==> src/rtl/imm_load_ctrl.sv <==
// imm_load_ctrl
// Builds 8-bit register-file writes out of 4-bit immediate nibbles.
//   ZEXT  (00): write {0000, nib} to rd
//   PAIR  (01): two back-to-back PAIR requests write {hi_nib, lo_nib} to the
//               rd of the first request
//   SHIFT (10): write {acc[3:0], nib} to rd, where acc is the last committed value
//   11        : reserved, rejected with a one-cycle err pulse
//
// Ports
//   clk, rst_n            : rising-edge clock, asynchronous active-low reset
//   flush                 : synchronous abort back to IDLE (beats wr_ready)
//   in_valid/in_ready     : request handshake, in_op/in_nib/in_rd request payload
//   wr_valid/wr_ready     : write handshake, wr_addr/wr_data write payload
//   busy                  : high whenever the controller is not IDLE
//   err                   : one-cycle pulse after an illegal request is accepted
module imm_load_ctrl #(
    parameter int ADDR_W = 2
) (
    input  logic              clk,
    input  logic              rst_n,
    input  logic              flush,
    input  logic              in_valid,
    output logic              in_ready,
    input  logic [1:0]        in_op,
    input  logic [3:0]        in_nib,
    input  logic [ADDR_W-1:0] in_rd,
    output logic              wr_valid,
    input  logic              wr_ready,
    output logic [ADDR_W-1:0] wr_addr,
    output logic [7:0]        wr_data,
    output logic              busy,
    output logic              err
);

    localparam logic [1:0] OP_ZEXT  = 2'b00;
    localparam logic [1:0] OP_PAIR  = 2'b01;
    localparam logic [1:0] OP_SHIFT = 2'b10;

    typedef enum logic [1:0] {
        IDLE    = 2'd0,
        WAIT_HI = 2'd1,
        WRITE   = 2'd2
    } state_t;

    state_t            state;
    logic [7:0]        acc;
    logic [3:0]        lo_nib;
    logic [ADDR_W-1:0] pair_rd;
    logic              accept;

    // A write in flight blocks new requests; flush blocks them too, so a
    // request can never be swallowed by the same edge that aborts.
    assign in_ready = (state != WRITE) && !flush;
    assign accept   = in_valid && in_ready;
    assign busy     = (state != IDLE);

    always_ff @(posedge clk or negedge rst_n) begin
        if (!rst_n) begin
            state    <= IDLE;
            wr_valid <= 1'b0;
            wr_addr  <= '0;
            wr_data  <= 8'h00;
            acc      <= 8'h00;
            lo_nib   <= 4'h0;
            pair_rd  <= '0;
            err      <= 1'b0;
        end else begin
            err <= 1'b0;
            if (flush) begin
                // Abandoned writes never reach acc.
                state    <= IDLE;
                wr_valid <= 1'b0;
            end else begin
                case (state)
                    IDLE: begin
                        if (accept) begin
                            case (in_op)
                                OP_ZEXT: begin
                                    wr_data  <= {4'b0000, in_nib};
                                    wr_addr  <= in_rd;
                                    wr_valid <= 1'b1;
                                    state    <= WRITE;
                                end
                                OP_PAIR: begin
                                    lo_nib  <= in_nib;
                                    pair_rd <= in_rd;
                                    state   <= WAIT_HI;
                                end
                                OP_SHIFT: begin
                                    wr_data  <= {acc[3:0], in_nib};
                                    wr_addr  <= in_rd;
                                    wr_valid <= 1'b1;
                                    state    <= WRITE;
                                end
                                default: err <= 1'b1;
                            endcase
                        end
                    end
                    WAIT_HI: begin
                        // No timeout: the low half waits as long as needed.
                        if (accept) begin
                            if (in_op == OP_PAIR) begin
                                wr_data  <= {in_nib, lo_nib};
                                wr_addr  <= pair_rd;
                                wr_valid <= 1'b1;
                                state    <= WRITE;
                            end else begin
                                err    <= 1'b1;
                                lo_nib <= 4'h0;
                                state  <= IDLE;
                            end
                        end
                    end
                    WRITE: begin
                        if (wr_ready) begin
                            acc      <= wr_data;
                            wr_valid <= 1'b0;
                            state    <= IDLE;
                        end
                    end
                    default: begin
                        state    <= IDLE;
                        wr_valid <= 1'b0;
                    end
                endcase
            end
        end
    end

endmodule

==> config.mk <==
export PLATFORM = sky130hd
export DESIGN_NAME = imm_load_ctrl
export DESIGN_NICKNAME = d
export VERILOG_FILES = /design/src/rtl/imm_load_ctrl.sv
export SDC_FILE = /design/constraint.sdc
export NUM_CORES = 1
export LEC_CHECK = 0
export ABC_AREA = 1
export CAP_MARGIN = 20
export CORE_MARGIN = 2
export CORE_UTILIZATION = 43
export DETAILED_ROUTE_END_ITERATION = 12
export GPL_TIMING_DRIVEN = 0
export PLACE_DENSITY = 0.84
export REMOVE_ABC_BUFFERS = 1
export SLEW_MARGIN = 20
export SYNTH_ARGS = -nofsm -noshare
export SYNTH_HDL_FRONTEND = slang
export SYNTH_SLANG_ARGS = --single-unit
==> constraint.sdc <==
create_clock -name clk -period 1.25 [get_ports clk]
set_input_delay 0.25 -clock clk [delete_from_list [all_inputs] [get_ports clk]]
set_output_delay 0.25 -clock clk [all_outputs]
set_load 0.01 [all_outputs]
# Word level (Yosys, flattened, before mapping)
# Index checks and enable logic that the tools add are counted.
# classes
eq_ne,18
muxes,35
n_bitwise,1
n_reduce_logical,16
# ops
operator,count
$pmux W8 S2,2
$mux W8,3
$mux W2,9
$reduce_and A6 Y1,3
$mux W4,4
$ne A3 B3 Y1 const B,5
$ne A2 B2 Y1 const B,7
$mux W1,11
$pmux W2 S2,2
$pmux W4 S2,1
$reduce_and A4 Y1,2
$pmux W2 S3,1
$reduce_and A5 Y1,1
$eq A2 B1 Y1 const B,2
$eq A2 B2 Y1 const B,2
$logic_not A2 Y1,2
$ne A4 B4 Y1 const B,1
$reduce_bool A2 Y1,2
$ne A3 B1 Y1 const B,1
$pmux W1 S3,1
$reduce_and A3 Y1,1
$reduce_or A3 Y1,1
$logic_and A1 B1 Y1,2
$pmux W1 S2,1
3 further kinds,3
# word_totals
regBits,24
input_bits,13
out_inout_bits,14

# Longest topological paths before layout
# Gate-level depths: netlist of run 1.
# depth
ltp_word,6
depth_mapped,8
mapped_depth_nobuf,8

# Worst setup path before layout of run 1
# Ideal clock, no wire load.
# synth_timing
path_type,flip-flop to flip-flop
start,register state[1]
end,register wr_addr[0]
t_arrival_ps,1157
t_required_ps,1133
path_slack_ps,-24
stages_incl_launch_ff,7
n_path_buf,0
cell_sequence,dfrtp_1 nor2_1 nand2_1 nor3_4 inv_1 nand2_1 nand2_1
# synth_between
elab_chain_cells,5
word_cells_on_any_way,12
classes_between,eq/ne: 6; mux: 1; reduce/logical: 5
# synth_lines
item,line_no,text
"start, declared",45,state_t state;
"start signal, assigned",59,state <= IDLE;
"start signal, assigned",71,state <= IDLE;
"start signal, assigned",82,state <= WRITE;
$ne A2 B2 Y1,53,assign in_ready = (state != WRITE) && !flush;
$logic_and A1 B1 Y1,53,
$logic_and A1 B1 Y1,54,assign accept = in_valid && in_ready;
$ne A2 B2 Y1 (no line),--,
$reduce_and A6 Y1 (no line),--,
"end signal, assigned",80,wr_addr <= in_rd;
"end signal, assigned",91,wr_addr <= in_rd;
"end signal, assigned",104,wr_addr <= pair_rd;
"end, declared",29,"output logic [ADDR_W-1:0] wr_addr,"
# Several ways; a longest one is shown, not always the timed one.
# A chain may end at the register's enable or synchronous reset.

# Final worst setup path of run 1
# layout_timing
start,register state[1]
end,output port busy
# layout_between
elab_chain_cells,1
# layout_lines
item,line_no,text
$reduce_bool A2 Y1,55,assign busy = (state != IDLE);
"end, declared",31,"output logic busy,"
# No other way between the ends.

==> results of run 1 <==
## cell type report
type	instances	area, um^2
fillers	196	791
clock buffers	3	22.5
repair buffers	43	384
inverters	18	72.6
well taps	30	37.5
clock inverters	1	30.0
multi-input cells	105	561
flip-flops and latches	24	602
## power groups by stage
stage	registers (mW)	logic [mW]	clock network, mW
after global placement	1.03	0.473	0
after CTS	1.02	0.534	0.581
after floorplan	1.05	0.203	0
after global routing	1.05	0.637	0.624
final	1.03	0.580	0.579
after detailed placement	1.03	0.488	0
## worst paths after layout
| check | cells past startpoint | start | end | slack (ps) |
|---|---|---|---|---|
| max in group asynchronous | 2 | rst_n | state[0] | 450 |
| hold / removal | 2 | rst_n | wr_data[7] | 420 |
| setup reg to reg | 7 | state[1] | wr_data[7] | -160 |
| min in group clk | 2 | wr_addr[0] | wr_addr[0] | 490 |
| setup / recovery | 4 | state[1] | busy | -170 |
| hold reg to reg | 2 | wr_addr[0] | wr_addr[0] | 490 |
## cells in the mapped netlist
| cell type | instances | area, um^2 |
|---|---|---|
| nor2_2 | 1 | 6.26 |
| o21ai_0 | 18 | 90.1 |
| inv_1 | 18 | 67.6 |
| dfrtp_1 | 24 | 601 |
| buf_2 | 1 | 5.00 |
| a21oi_1 | 2 | 10.0 |
| nand2_1 | 59 | 221 |
| nand3_1 | 7 | 35.0 |
| buf_6 | 1 | 11.3 |
| nor3_4 | 1 | 16.3 |
| a211oi_1 | 1 | 7.51 |
| nand2_2 | 1 | 6.26 |
| nor2_1 | 12 | 45.0 |
| o21ai_1 | 1 | 5.00 |
| nand4_1 | 2 | 12.5 |
## logic make-up (layout without fill, tap and decap cells)
family	after synthesis	in the layout	synth area share [%]
AO/OA/AOI/OAI	22	22	9.88
buffers and inverters	20	65	7.35
flip-flops	24	24	52.7
AND/OR/NAND/NOR	83	83	30.1
## worst reg2reg max path, cell delays in order, from the launching register on
cell,delay [ps]
dfrtp_1,450
buf_6,150
nor2_4,130
nand2_4,80
nor3_4,220
buf_6,180
nand2_1,60
nand2_1,80
## sequential cells by signal (all words and copies together), names as in the netlist
signal    flops
wr_addr       2
state         2
err           1
wr_valid      1
acc           4
lo_nib        4
wr_data       8
pair_rd       2
## repair_timing
item / CTS / global route
gates resized for setup: 70 / 27
hold buffers: 0 / 1
hold endpoints to repair: 0 / 24
setup endpoints to repair: 36 / 35
pin swaps: 7 / 3
cloned: 1 / 0
buffers inserted: 11 / 4
## per-stage QoR
step	std cells	area (um^2)
3_3_place_gp	203	1420
6_report	224	1710
4_1_cts	219	1660
2_1_floorplan	147	1120
3_5_place_dp	203	1420
5_1_grt	224	1710
## layer usage
metal | global-route usage [%] | share of wire, % | up-vias
met5 | 0 | 0 | -
met4 | 9.41 | 2.9 | 0
met3 | 7.03 | 6.7 | 9
met2 | 35.7 | 50 | 48
met1 | 27.9 | 40 | 552
li1 | - | - | 562
==> out/metrics.cfg, run 1 <==
[sta]
fmax_ghz=0.706
setup_violations=21
tightest_slew_ps=542
hold_ws_ps=417
tns_ps=-2130
fin_crit_ps=1420
slew_viol_final=0
period_share_pct=113
worst_slack_ps=-165
max-slew-margin-rel_pct=63.9
finalHoldViolCount=0
skew_ps=6.60
rsz0062_at_grt=true

[critical_path]
cp.arrival_ps=1170
cp-end-kind=output pin
crit_chain=buf_6, nor2_4, inv_2, buf_6
path_buf_inv=3
worstPathMaxFanout=3
critical_path_class=reg2out
cp_slowest_stage_delay_ps=450
critical-path-slowest-cell=dfrtp_1
cpMostUsedCell=buf_6
crit_family=flip-flops
worstSetupStartpointType=flip-flop
critPathRequiredTime_ps=1000

[clocking]
root_buffer=clkbuf_4
numClockSinks=24
cts_buffer_depth=2
cts_buffers=3
htree_levels=1
path_clk_slew_ps=140
cts_tree=yes
clock_latency_ps=330

[power]
switchingPower_uw=654
comb_power_share_pct=26.5
netSwitchingFraction_pct=29.9
power_frac_clock_pct=26.5
fin_total_pwr_mw=2.19
p_per_area_nw_per_um2=1280
leakage_nw=0.895
irDropWorstVdd_v=0.00132
p_seq_share_pct=47.0
p_int_mw=1.53

[drt]
vias=1171
drc_errors=0
finalWirelength_um=3170
wl_per_cell_um=14.1
drtIter0Drc=42
detail-route-antenna-nets=0
drt_first_pass_iters=4
viasPerCell=5.23

[logic_synthesis]
syn_area_per_cell_um2=7.65
ys_types=15
ys_ff_latch=24
ys_warn_count=0
seq_area_frac_synth_pct=52.7
syn-cell-area_um2=1140
syn_inst=149

[grt]
grt_pass1_wl_um=5430
grt_usage_pct=22.4
grt_pass1_vias=1196
grt_overflow=0
grt_max_degree=25
antenna_found_initial=0

[die]
ios=27
core_area_um2=2500
die_y_um=55.5
num_rows=18
start_util_pct=45.6
fp.dieW_um=55.5
die_area_um2=3080

[place]
post-dp-hpwl_um=1830
gp_congestion=0.873
place_ws_ps=-831
numPortBuffers=26

[finish]
drive_above_1_share_pct=30.9
nets=208
post-route-util_pct=68.4
antennaDiodeCount=0
layout_commonest_cell=nand2_1
area_growth_pct=49.9
final_cell_mix=nand2_1, dfrtp_1, inv_1

[run]
drv_cap=0

[hold_path]
hp-class=in2async

[status]
violations=negative setup slack
status=finished, violations left

Power figures use the tool's default switching activity.
==> run 2: changes to the inputs <==
--- a/config.mk
+++ b/config.mk
@@ -6,14 +6,14 @@
 export NUM_CORES = 1
 export LEC_CHECK = 0
 export ABC_AREA = 1
-export CAP_MARGIN = 20
+export CAP_MARGIN = 30
 export CORE_MARGIN = 2
 export CORE_UTILIZATION = 43
 export DETAILED_ROUTE_END_ITERATION = 12
 export GPL_TIMING_DRIVEN = 0
 export PLACE_DENSITY = 0.84
 export REMOVE_ABC_BUFFERS = 1
-export SLEW_MARGIN = 20
+export SLEW_MARGIN = 10
 export SYNTH_ARGS = -nofsm -noshare
 export SYNTH_HDL_FRONTEND = slang
 export SYNTH_SLANG_ARGS = --single-unit
==> out/metrics.cfg, run 2 (synthesis results as in run 1) <==
[critical_path]
worstPathMaxFanout=3  ; unchanged
reg2reg_setup_slack_ps=-160  ; about the same
critPathRequiredTime_ps=1000  ; about the same
worstSetupStartpointType=flip-flop
reg2reg_depth=7  ; unchanged
cp.arrival_ps=1160  ; about the same
reg2reg_from=state[1]
critical_path_class=reg2out
cp-end-kind=output pin
r2r-end=wr_data[7]

[sta]
rsz0062_at_grt=true
tns_ps=-2050  ; +87.5 ps
period_share_pct=113  ; about the same
fin_crit_ps=1410  ; -0.921 ps
max-slew-margin-rel_pct=59.2  ; -4.7 points
tightest_slew_ps=611  ; +69.0 ps
finalHoldViolCount=0  ; unchanged
skew_ps=1.58  ; -5.02 ps
fmax_ghz=0.707  ; about the same
slew_viol_final=0  ; unchanged
worst_slack_ps=-165  ; +0.921 ps
setup_violations=20  ; -4.8%

[clocking]
path_clk_slew_ps=140  ; about the same
cts-hold-fix-buffers=0  ; unchanged
numClockSinks=24  ; unchanged
cts_buffers=3  ; unchanged
clock_latency_ps=340  ; about the same
htree_levels=1  ; unchanged
root_buffer=clkbuf_4
cts_buffer_depth=2  ; unchanged
cts_tree=yes

[finish]
final_cell_mix=nand2_1, dfrtp_1, inv_1, clkdlybuf4s50_1, clkbuf_2
regMostFlops=wr_data
antennaDiodeCount=0  ; unchanged
largest_reg_flops=8  ; unchanged
nets=210  ; +0.96%
drive_above_1_share_pct=32.1  ; +1.2 points
layout_commonest_cell=nand2_1
area_growth_pct=50.1  ; about the same
nFillCells=186  ; -5.1%
stdcell_count=226  ; +0.89%
reg.largest.list=wr_data: 8 flops, acc: 4 flops, lo_nib: 4 flops

[grt]
grt_pass1_vias=1124  ; -6.0%
grt_max_degree=15  ; -40%
grt_overflow=0  ; unchanged
grt_usage_pct=23.2  ; +0.85 points
antenna_found_initial=0  ; unchanged
grt_pass1_wl_um=5530  ; +1.8%

[status]
violations=negative setup slack
status=finished, violations left

[die]
core_area_um2=2500  ; unchanged
num_rows=18  ; unchanged
start_util_pct=45.6  ; unchanged
die_area_um2=3080  ; unchanged
die_y_um=55.5  ; unchanged
fp.dieW_um=55.5  ; unchanged
ios=27  ; unchanged

[power]
netSwitchingFraction_pct=30.0  ; +0.075 points
leakage_nw=0.895  ; about the same
p_seq_share_pct=46.7  ; -0.3 points
switchingPower_uw=657  ; +0.42%
comb_power_share_pct=26.4  ; about the same
p_per_area_nw_per_um2=1280  ; about the same
power_frac_clock_pct=27.0  ; +0.5 points
irDropWorstVdd_v=0.00106  ; -20%
p_int_mw=1.53  ; about the same

[place]
numPortBuffers=26  ; unchanged
gp_congestion=0.873  ; unchanged
post-dp-hpwl_um=1860  ; +1.5%
dp.cells=204  ; +0.49%

[drt]
vias=1138  ; -2.8%
detail-route-antenna-nets=0  ; unchanged
drc_errors=0  ; unchanged
finalWirelength_um=3170  ; about the same
viasPerCell=5.04  ; -3.7%
wl_per_cell_um=14.0  ; -0.79%
drtIter0Drc=33  ; -21%
drt_first_pass_iters=4  ; unchanged

[hold_path]
hp-class=in2async

[run]
drv_cap=0  ; unchanged

[run 2: layout make-up]
class,count,area (um^2),area share (%)
clock inverters,1,30.0,1.76
multi-input cells,106,564,33.0
inverters,18,75.1,4.39
repair buffers,44,379,22.2
well taps,30,37.5,2.19
clock buffers,3,22.5,1.32
flip-flops and latches,24,602,35.2
[run 2: power groups by stage]
stage	combinational, mW	clock, mW	sequential, mW
after detailed placement	0.493	0	1.03
after CTS	0.545	0.590	1.02
after global placement	0.473	0	1.03
final	0.577	0.590	1.02
after floorplan	0.203	0	1.05
after global routing	0.635	0.630	1.04
[run 2: worst max path at each step]
stage	startpoint	endpoint	slack, ps	cells past startpoint
finish	state[1]	busy	-160	4
global route	state[1]	wr_data[3]	-210	7
CTS	state[1]	in_ready	-190	4
detailed placement	flush	wr_data[7]	-820	7
global placement	flush	wr_data[4]	-780	7
floorplan	state[1]	wr_addr[0]	-220	7
[run 2: metal layers]
layer | track usage [%] | vias to the layer above | part of all wire (%)
met2 | 34.4 | 40 | 48
met3 | 7.26 | 12 | 6.1
li1 | - | 560 | -
met1 | 30.6 | 526 | 43
met4 | 11.5 | 0 | 3.3
met5 | 0 | - | 0
[run 2: per-stage QoR]
step	power [mW]	hold slack [ps]	setup WS [ps]	cell area, um^2	util, %
floorplan	1.26	-45.6	-216	1120	-
CTS	2.15	294	-187	1680	67.3
detailed placement	1.53	461	-821	1440	57.5
finish	2.19	274	-165	1710	68.4
global placement	1.50	456	-781	1420	56.9
global route	2.31	309	-208	1710	68.4
[run 2: worst max-delay path: stages, from the launching register on]
cell	delay, ps
dfrtp_1	440
buf_6	150
nor2_4	70
inv_2	50
buf_6	110
[run 2: repair_timing]
| item | in CTS | in global routing |
|---|---|---|
| pin swaps | 6 | 4 |
| hold endpoints to repair | 0 | 0 |
| gates cloned | 2 | 0 |
| setup buffers | 12 | 4 |
| setup endpoints to repair | 36 | 34 |
| gates resized for setup | 69 | 30 |
